[config.mk]
export PLATFORM = sky130hd
export DESIGN_NAME = hedios_slot_feeder_flat
export DESIGN_NICKNAME = d
export VERILOG_FILES = /design/src/rtl/hedios_slot_feeder_pkg.sv /design/src/rtl/hedios_slot_feeder_if.sv /design/src/rtl/hedios_slot_feeder_change_counter.sv /design/src/rtl/hedios_slot_feeder.sv /design/src/flat_wrapper.sv
export SDC_FILE = /design/constraint.sdc
export NUM_CORES = 1
export LEC_CHECK = 0
export CAP_MARGIN = 10
export CORE_MARGIN = 2
export CORE_UTILIZATION = 53
export DETAILED_ROUTE_END_ITERATION = 10
export GPL_TIMING_DRIVEN = 0
export PLACE_DENSITY = 0.83
export SETUP_SLACK_MARGIN = 0.2
export SLEW_MARGIN = 10
export SYNTH_ARGS = -nofsm -noshare
export SYNTH_HDL_FRONTEND = slang
export SYNTH_SLANG_ARGS = --single-unit
[constraint.sdc]
create_clock -name slower_clock -period 11.1 [get_ports slower_clock]
set_input_delay 2.22 -clock slower_clock [delete_from_list [all_inputs] [get_ports slower_clock]]
set_output_delay 2.22 -clock slower_clock [all_outputs]
set_load 0.01 [all_outputs]
[src/rtl/hedios_slot_feeder_pkg.sv]
// rtl/hedios_slot_feeder_pkg.sv - shared constants, freeze-state enum and slot packing helper
package hedios_slot_pkg;

  localparam int SLOT_W            = 32;
  localparam int STATUS_FROZEN_BIT = 8;
  localparam int STATUS_FCNT_LSB   = 16;
  localparam int CNT_LSB           = 16;
  localparam int DIP_W             = 8;

  typedef enum logic {
    RUN    = 1'b0,
    FROZEN = 1'b1
  } freeze_state_e;

  // Data slot layout: [7:0] switch value, [15:8] zero, [31:16] change count
  function automatic logic [SLOT_W-1:0] pack_data_slot(input logic [DIP_W-1:0] v,
                                                       input logic [15:0] cnt);
    logic [SLOT_W-1:0] s;
    s = '0;
    s[DIP_W-1:0] = v;
    s[CNT_LSB +: 16] = cnt;
    return s;
  endfunction

endpackage

[src/rtl/hedios_slot_feeder_if.sv]
// rtl/hedios_slot_feeder_if.sv - switch inputs, control levels and slot/LED outputs of the feeder
interface hedios_slot_feeder_if #(
  parameter int CHANNELS = 3
);
  import hedios_slot_pkg::*;

  logic [CHANNELS*DIP_W-1:0]        dip_in;
  logic                             freeze;
  logic                             clear;
  logic [(CHANNELS+2)*SLOT_W-1:0]   slots_out;
  logic [7:0]                       tick_led;
  logic                             frozen;

  modport master (
    output dip_in, freeze, clear,
    input  slots_out, tick_led, frozen
  );

  modport slave (
    input  dip_in, freeze, clear,
    output slots_out, tick_led, frozen
  );

endinterface

[src/rtl/hedios_slot_feeder_change_counter.sv]
// rtl/hedios_slot_feeder_change_counter.sv - per-channel synchroniser, value register and saturating change counter
module change_counter
  import hedios_slot_pkg::*;
#(
  parameter int CNT_W = 16
) (
  input  logic             slower_clock,
  input  logic             rst,
  input  logic [DIP_W-1:0] i_dip,
  input  logic             i_clear,
  output logic [DIP_W-1:0] o_v,
  output logic [CNT_W-1:0] o_cnt,
  output logic             o_sat
);

  localparam logic [CNT_W-1:0] CNT_MAX = '1;

  logic [DIP_W-1:0] r_s1;
  logic [DIP_W-1:0] r_s2;
  logic [DIP_W-1:0] r_v;
  logic [CNT_W-1:0] r_cnt;
  logic             r_sat;
  logic             w_change;

  // Any differing bit between the synchronised level and the held value is one change
  assign w_change = (r_s2 != r_v);

  // Two-flop synchroniser on the raw switch levels, then the value register follows s2
  always_ff @(posedge slower_clock or posedge rst) begin
    if (rst) begin
      r_s1 <= '0;
      r_s2 <= '0;
      r_v  <= '0;
    end else begin
      r_s1 <= i_dip;
      r_s2 <= r_s1;
      r_v  <= r_s2;
    end
  end

  // Saturating change counter with sticky saturation flag; clear beats a coincident change
  always_ff @(posedge slower_clock or posedge rst) begin
    if (rst) begin
      r_cnt <= '0;
      r_sat <= 1'b0;
    end else if (i_clear) begin
      r_cnt <= '0;
      r_sat <= 1'b0;
    end else if (w_change) begin
      if (r_cnt == CNT_MAX) begin
        r_sat <= 1'b1;
      end else begin
        r_cnt <= r_cnt + 1'b1;
      end
    end
  end

  assign o_v   = r_v;
  assign o_cnt = r_cnt;
  assign o_sat = r_sat;

endmodule

[src/rtl/hedios_slot_feeder.sv]
// rtl/hedios_slot_feeder.sv - slow-domain producer of HEDIOS slot words with freeze/snapshot and clear
module hedios_slot_feeder
  import hedios_slot_pkg::*;
#(
  parameter int CHANNELS = 3,
  parameter int CNT_W    = 16
) (
  input  logic                 slower_clock,
  input  logic                 rst,
  hedios_slot_feeder_if.slave  bus
);

  logic [31:0]                         r_tick;
  freeze_state_e                       r_state;
  freeze_state_e                       w_state_next;
  logic                                w_enter_frozen;
  logic [15:0]                         r_freeze_cnt;

  logic [CHANNELS-1:0][DIP_W-1:0]      w_v;
  logic [CHANNELS-1:0][15:0]           w_cnt16;
  logic [CHANNELS-1:0]                 w_sat;

  logic [CHANNELS:0][SLOT_W-1:0]       w_data_slots;
  logic [CHANNELS:0][SLOT_W-1:0]       r_data_slots;
  logic [SLOT_W-1:0]                   w_status;
  logic [SLOT_W-1:0]                   r_status;

  for (genvar c = 0; c < CHANNELS; c++) begin : g_ch
    logic [CNT_W-1:0] w_cnt;

    change_counter #(
      .CNT_W (CNT_W)
    ) u_change_counter (
      .slower_clock (slower_clock),
      .rst          (rst),
      .i_dip        (bus.dip_in[DIP_W*c +: DIP_W]),
      .i_clear      (bus.clear),
      .o_v          (w_v[c]),
      .o_cnt        (w_cnt),
      .o_sat        (w_sat[c])
    );

    // Slot field is 16 bits wide: narrower counters zero-extend, wider ones truncate
    assign w_cnt16[c] = 16'(w_cnt);
  end

  // Free-running tick, wraps naturally; clear wins over the increment
  always_ff @(posedge slower_clock or posedge rst) begin
    if (rst) begin
      r_tick <= '0;
    end else if (bus.clear) begin
      r_tick <= '0;
    end else begin
      r_tick <= r_tick + 32'd1;
    end
  end

  // Freeze state register
  always_ff @(posedge slower_clock or posedge rst) begin
    if (rst) begin
      r_state <= RUN;
    end else begin
      r_state <= w_state_next;
    end
  end

  // Freeze next-state: follow the freeze level, flag the RUN->FROZEN transition
  always_comb begin
    w_state_next   = r_state;
    w_enter_frozen = 1'b0;
    unique case (r_state)
      RUN: begin
        if (bus.freeze) begin
          w_state_next   = FROZEN;
          w_enter_frozen = 1'b1;
        end
      end
      FROZEN: begin
        if (!bus.freeze) begin
          w_state_next = RUN;
        end
      end
      default: begin
        w_state_next = RUN;
      end
    endcase
  end

  // Count freeze entries; wraps at 16 bits, clear zeroes it along with the other counters
  always_ff @(posedge slower_clock or posedge rst) begin
    if (rst) begin
      r_freeze_cnt <= '0;
    end else if (bus.clear) begin
      r_freeze_cnt <= '0;
    end else if (w_enter_frozen) begin
      r_freeze_cnt <= r_freeze_cnt + 16'd1;
    end
  end

  // Pack internal state into the candidate data slots and the status word
  always_comb begin
    w_data_slots = '0;
    w_status     = '0;
    for (int c = 0; c < CHANNELS; c++) begin
      w_data_slots[c] = pack_data_slot(w_v[c], w_cnt16[c]);
    end
    w_data_slots[CHANNELS]              = r_tick;
    w_status[CHANNELS-1:0]              = w_sat;
    w_status[STATUS_FROZEN_BIT]         = (r_state == FROZEN);
    w_status[STATUS_FCNT_LSB +: 16]     = r_freeze_cnt;
  end

  // Data slots snapshot on the edge that enters FROZEN and hold until unfreeze; status always tracks
  always_ff @(posedge slower_clock or posedge rst) begin
    if (rst) begin
      r_data_slots <= '0;
      r_status     <= '0;
    end else begin
      if (w_state_next == RUN) begin
        r_data_slots <= w_data_slots;
      end
      r_status <= w_status;
    end
  end

  assign bus.slots_out = {r_status, r_data_slots};
  assign bus.tick_led  = r_tick[7:0];
  assign bus.frozen    = (r_state == FROZEN);

endmodule
[src/flat_wrapper.sv]
// flat-port wrapper written by rule: the top's interface ports become plain ports
module hedios_slot_feeder_flat import hedios_slot_pkg::*;
#(
  parameter int CHANNELS = 3,
  parameter int CNT_W    = 16
)
  (slower_clock, rst, bus_dip_in, bus_freeze, bus_clear, bus_slots_out, bus_tick_led, bus_frozen);
  hedios_slot_feeder_if #(.CHANNELS(CHANNELS)) bus_i ();
  input  logic slower_clock;
  input  logic rst;
  input wire logic [$bits(bus_i.dip_in)-1:0] bus_dip_in;
  input wire logic [$bits(bus_i.freeze)-1:0] bus_freeze;
  input wire logic [$bits(bus_i.clear)-1:0] bus_clear;
  output wire logic [$bits(bus_i.slots_out)-1:0] bus_slots_out;
  output wire logic [$bits(bus_i.tick_led)-1:0] bus_tick_led;
  output wire logic [$bits(bus_i.frozen)-1:0] bus_frozen;
  assign bus_i.dip_in = bus_dip_in;
  assign bus_i.freeze = bus_freeze;
  assign bus_i.clear = bus_clear;
  assign bus_slots_out = bus_i.slots_out;
  assign bus_tick_led = bus_i.tick_led;
  assign bus_frozen = bus_i.frozen;
  hedios_slot_feeder #(.CHANNELS(CHANNELS), .CNT_W(CNT_W)) u_core (.slower_clock(slower_clock), .rst(rst), .bus(bus_i));
endmodule
# ---- Word level (Yosys, flattened, before mapping)
# Index checks and enable logic that the tools add are counted.
dict set report word_totals {
  register_bits 296
  input_bits 28
  out_inout_bits 169
  word_cells 73
}
dict set report classes {
  addsub 5
  eq_ne 9
  n_mux 23
  reduce_logical 13
}
# op count
set op_table {}
lappend op_table {{16-bit two-way mux} 11}
lappend op_table {{16-bit by 1-bit adder with 16-bit output, second input constant} 4}
lappend op_table {{16-bit equality test, second input constant} 3}
lappend op_table {{32-bit by 1-bit adder with 32-bit output, second input constant} 1}
lappend op_table {{32-bit two-way mux} 1}
lappend op_table {{8-bit != test} 3}
lappend op_table {{2-bit nonzero test} 7}
lappend op_table {{2-bit AND reduction} 6}
lappend op_table {{1-bit two-way mux} 11}
lappend op_table {{2-bit != test, second input constant} 3}

# ---- Logic depth before layout (Yosys ltp)
dict set report depth {
  word_depth 4
  ltp_mapped 8
  mapped_depth_nobuf 6
}

# ---- Cells and area by module
# Synthesis repeated with hierarchy kept, for this count alone.
dict set report unflattened {
  cells_unflattened 1010
  area_unflattened_um2 12383.1
}
# module n_inst cells_each area_each_um2 seq_area_each_um2
set modules_own_cells {}
lappend modules_own_cells {hedios_slot_feeder 1 542 7086.8 4329.2}
lappend modules_own_cells {change_counter 3 156 1765.4 1026.0}

# ---- Least setup slack after synthesis
# OpenSTA, ideal clock, no wires.
dict set report synth_timing {
  kind {input to register}
  from {input bus_clear}
  to {register u_core.g_ch[2].u_change_counter.r_cnt[15]}
  setup_ns 0.124
  arrival_time_ns 3.419
  required_time_ns 10.976
  setup_slack_ns 7.557
  path_stages 5
  path_buffers 2
  path_cell_list {clkbuf_1 > nor4_1 > clkbuf_1 > nor4_1 > a211o_1}
}
dict set report synth_via {
  elab_chain_cells 2
  word_cells_on_any_way 4
  cone_classes {1 x eq/ne; 1 x mux; 2 x reduce/logical}
}
# element line
set synth_lines {}
lappend synth_lines {{start: declaration} flat_wrapper.sv:13} ;# input wire logic [$bits(bus_i.clear)-1:0] bus_clear;
lappend synth_lines {{2-bit != test (no source line) / 2-bit nonzero test (equally long branches)} -}
lappend synth_lines {{2-bit AND reduction (no source line)} -}
lappend synth_lines {{end signal: assignment} hedios_slot_feeder_change_counter.sv:53} ;# r_cnt <= r_cnt + 1'b1;
lappend synth_lines {{end: declaration} hedios_slot_feeder_change_counter.sv:21} ;# logic [CNT_W-1:0] r_cnt;
# Parallel ways exist; a longest one is shown, timed or not.
# A chain may end at the register's enable or synchronous reset.

# ---- Worst setup path in the final report
dict set report layout_timing {
  from {input bus_clear}
  to {register u_core.r_freeze_cnt[0]}
}
dict set report layout_via {
  elab_chain_cells 1
  word_cells_on_any_way 2
  cone_classes {1 x mux; 1 x reduce/logical}
}
# element line
set layout_lines {}
lappend layout_lines {{16-bit two-way mux / 2-bit nonzero test (equally long branches)} -}
lappend layout_lines {{end signal: assignment} hedios_slot_feeder.sv:96} ;# r_freeze_cnt <= r_freeze_cnt + 16'd1;
lappend layout_lines {{end: declaration} hedios_slot_feeder.sv:17} ;# logic [15:0] r_freeze_cnt;
# Parallel ways exist; a longest one is shown, timed or not.

==> results.yml <==
outcome:
  status: "complete, no violations"
place:
  place.port_buffers: 160
  gp_congestion: 0.8225
  post_dp_cell_area_um2: 14140
  dp_cells: 1436
  place.detailed.hpwl_um: 17530
clock_network:
  post_cts.resized_instances: 0
  clk_latency_ns: 0.54
  clk_root_buffer_cell: "clkbuf_16"
  cts_tree: "built"
  htree_levels: 1
  tritoncts.num_buffers: 30
  cts.hold.buffers_added: 0
  clk_pin_slew_worst_paths_ns: 0.06
  cts_buffer_depth: 3
  post_cts_setup_bufs: 0
  cts_sinks: 296
worst_setup_path:
  slowest_cell_on_the_critical_path: "clkbuf_1"
  cp_data_required_time_ns: 11.49
  cp_max_fo: 10
  timing.rr.end: "u_core.r_tick[26]"
  cpPeakStageDelay_ns: 0.59
  regToRegStartpoint: "u_core.r_tick[0]"
  timing.reg2reg.setup_slack_ns: 8.69
  crit_arrival_ns: 4.93
  worst_setup_path_end_kind: "register"
  series_of_cell_instances_along_the_critical_path: "clkdlybuf4s50_1 -> clkbuf_1 -> clkbuf_1 -> clkbuf_1 -> buf_1 -> nor2_1"
  crit_start: "bus_clear"
  setup.worst_path.start_class: "input pin"
  class_of_the_most_critical_setup_path: "input pin to register"
  critical-path-top-cell-by-count: "clkbuf_1"
  timing.reg2reg.worst_path_depth: 6
pwr:
  report.power.total_mw: 2.242
  vdd.ir_drop.worst_uv: 142.1
  static-leakage-power_nw: 6.712
  power_dens_cells_nw_per_um2: 148.6
detailed_routing:
  first_pass_detailed_route_iteration_total: 5
  top_layer: "met4"
  drtAntennaViolNets: 0
  route.met3.wl_um: 1629
  wire_per_inst_um: 17.21
  wl_um: 25600
  vias_cell: 5.438
  route.layer.met1.wl_um: 10960
  route.detailed.drc: 0
  vias: 8092
  route.met2.wl_um: 12490
  initialDrtViolationCount: 476
yosys:
  async_set_or_reset_register_ratio_after_synthesis_pct: 100.0
  ys_seq_area_share_pct: 61.78
  postSynth.topFlopCell: "dfrtp_1"
  synthesis.yosys.warnings: 0
  per_instance_average_area_after_synthesis_um2: 12.57
  netlist_instances: 954
  synth_enable_flop_cells: 0
  synth.cell_area_um2: 11990
  synthDistinctLibCells: 60
  postSynthRegisterBits: 296
die:
  floorplan.io_pins: 197
  core_um2: 22430
  die-width_um: 154.4
  initial_core_util_pct: 53.45
  rows: 55
  die_area_um2: 23840
  fp.dieH_um: 154.4
timing:
  setup_viol: 0
  maxSlewViolCount: 0
  final.min_clock_period_ns: 4.545
  clock.fmax_mhz: 220.0
  rsz_0062_raised_after_global_routing: "no"
  layout_worst_path_cycle_share_pct: 40.94
  worst_slew_margin_rel_pct: 42.21
  worst_clock_skew_ns: 0.006820
  tightestPinTransition_ns: 0.8598
  timing.final.hold_violations: 0
hold_path:
  hold_path_depth: 0
  hold_start: "u_core.g_ch[2].u_change_counter.r_s1[5]"
  hold_class: "register to register"
  worst_hold_path_ep: "u_core.g_ch[2].u_change_counter.r_s2[5]"
global_routing:
  grt_usage_pct: 21.33
  grt_max_degree: 119
  grt_pass1_wl_um: 41260
  initial_antenna_violation_count: 0
  grt_pass1_vias: 7948
  grt_remaining_overflow: 0
job:
  max-cap-violations: 0
final_layout:
  flow.area_growth_from_synthesis_pct: 25.81
  antenna_cells: 0
  layout.cell_area.non_filler_um2: 15080
  design.final.nets: 1216
  instances_no_fill: 1488
  drive_gt1_share_pct: 18.70
  fillers: 1605
[area by class of cell]
cell class | count | area (um2) | area share (%)
Timing Repair Buffer | 162 | 1657 | 10.98
Clock inverter | 6 | 30.03 | 0.1991
Multi-Input combinational cell | 598 | 4151 | 27.52
Sequential cell | 296 | 7407 | 49.10
Clock buffer | 46 | 912.1 | 6.047
Tap cell | 285 | 356.6 | 2.364
Inverter | 10 | 45.04 | 0.2986
Buffer | 85 | 525.5 | 3.484
[layer usage]
metal  global-route usage [%]  up-vias
li1                         -     3764
met3                    4.819       38
met2                    35.48      279
met1                    28.93     4011
met5                        0        -
met4                    4.982        0
[how the worst max path moves through the flow]
stage	end	depth (start not counted)	slack [ns]
after CTS	u_core.r_freeze_cnt[0]	6	6.48
after global routing	u_core.r_freeze_cnt[15]	6	6.37
after global placement	u_core.r_status[1]	2	-2.50
after detailed placement	u_core.r_freeze_cnt[0]	6	5.92
after floorplan	u_core.bus.frozen	1	0.70
final	u_core.r_freeze_cnt[0]	6	6.56
[cell usage after synthesis (3+ instances only)]
cell        n  area (um2)
inv_1      10       37.54
o31ai_1    24       180.2
nor2b_1    17       106.4
ha_1        5       62.56
o22ai_1     5       31.28
or2_2       4       25.02
nand3_1    43       215.2
buf_4      45       337.8
nand4_1    29       181.4
a21oi_1    28       140.1
nor2_1     70       262.8
a211oi_1    3       22.52
mux2_2    109        1227
buf_2       5       25.02
or3_1      11       68.82
and3_1      6       37.54
xor2_1     24       210.2
nand2_1    31       116.4
o41ai_1     4       35.03
o21ai_1     4       20.02
o21ai_0    25       125.1
xnor2_1    34       297.8
and4_1      4       35.03
nand2b_1    4       25.02
nor4_1      8       50.05
and2_1      6       37.54
clkbuf_1   26       97.59
or4_1      15       112.6
buf_1       6       22.52
dfrtp_1   296        7407
or2_1       3       18.77
a31oi_1     6       37.54
nor3_1     12       60.06
[sequential cells by signal, summed over array words and instances (netlist names)]
register                            count
u_core.bus.frozen                       1
u_core.bus.slots_out                  104
u_core.g_ch.u_change_counter.o_cnt     48
u_core.g_ch.u_change_counter.o_sat      3
u_core.g_ch.u_change_counter.o_v       24
u_core.g_ch.u_change_counter.r_s1      24
u_core.g_ch.u_change_counter.r_s2      24
u_core.r_freeze_cnt                    16
u_core.r_status                        20
u_core.r_tick                          32
[critical path: cells and delay by family]
family	cells	cell delay [ns]
buffers and inverters	5	2.56
and+or+nand+nor	1	0.14
[placed cells by master (no fill, tap or decap), types with 5 or more instances in the layout]
master             n
or3_1             11
dfrtp_1          296
o22ai_1            5
a31oi_1            6
nand2_1           31
xor2_1            24
xnor2_1           34
and2_1             6
clkbuf_1          33
ha_1               5
and3_1             6
mux2_2           109
buf_4             45
nor4_1             8
nor3_1            12
or4_1             15
o21ai_0           25
buf_1              6
conb_1            36
nand4_1           29
clkbuf_8           8
nor2b_1           17
buf_2              5
clkdlybuf4s50_1  160
clkbuf_16         31
a21oi_1           28
nor2_1            70
inv_1              9
nand3_1           43
clkinv_2           6
o31ai_1           24
[stage by stage]
stage | setup slack, ns | TNS [ns] | hold slack [ns] | utilization (%)
detailed placement | 5.915 | 0 | 0.3347 | 63.04
global route | 6.369 | 0 | 0.3550 | 67.24
floorplan | 0.7042 | 0 | 0.3312 | -
CTS | 6.477 | 0 | 0.3453 | 67.24
global placement | -2.498 | -731.82 | 0.3315 | 62.76
finish | 6.555 | 0 | 0.3422 | 67.24
[power by group]
group	internal (mW)	switching, mW
Combinational	0.0758	0.0764
Sequential	1.11	0.0234
Clock	0.559	0.396
Total	1.75	0.496
[logic make-up after synthesis]
| family | count (synthesis) | share of synthesized area (%) |
|---|---|---|
| fa+ha+maj | 5 | 0.5218 |
| other cells | 1 | 0.03128 |
| mux | 110 | 10.32 |
| xor+xnor | 58 | 4.237 |
| buf+inv | 95 | 4.696 |
| compound gates | 116 | 6.292 |
| simple gates | 273 | 12.13 |
| flops | 296 | 61.78 |
No activity file was read; power rests on OpenSTA's default activity.
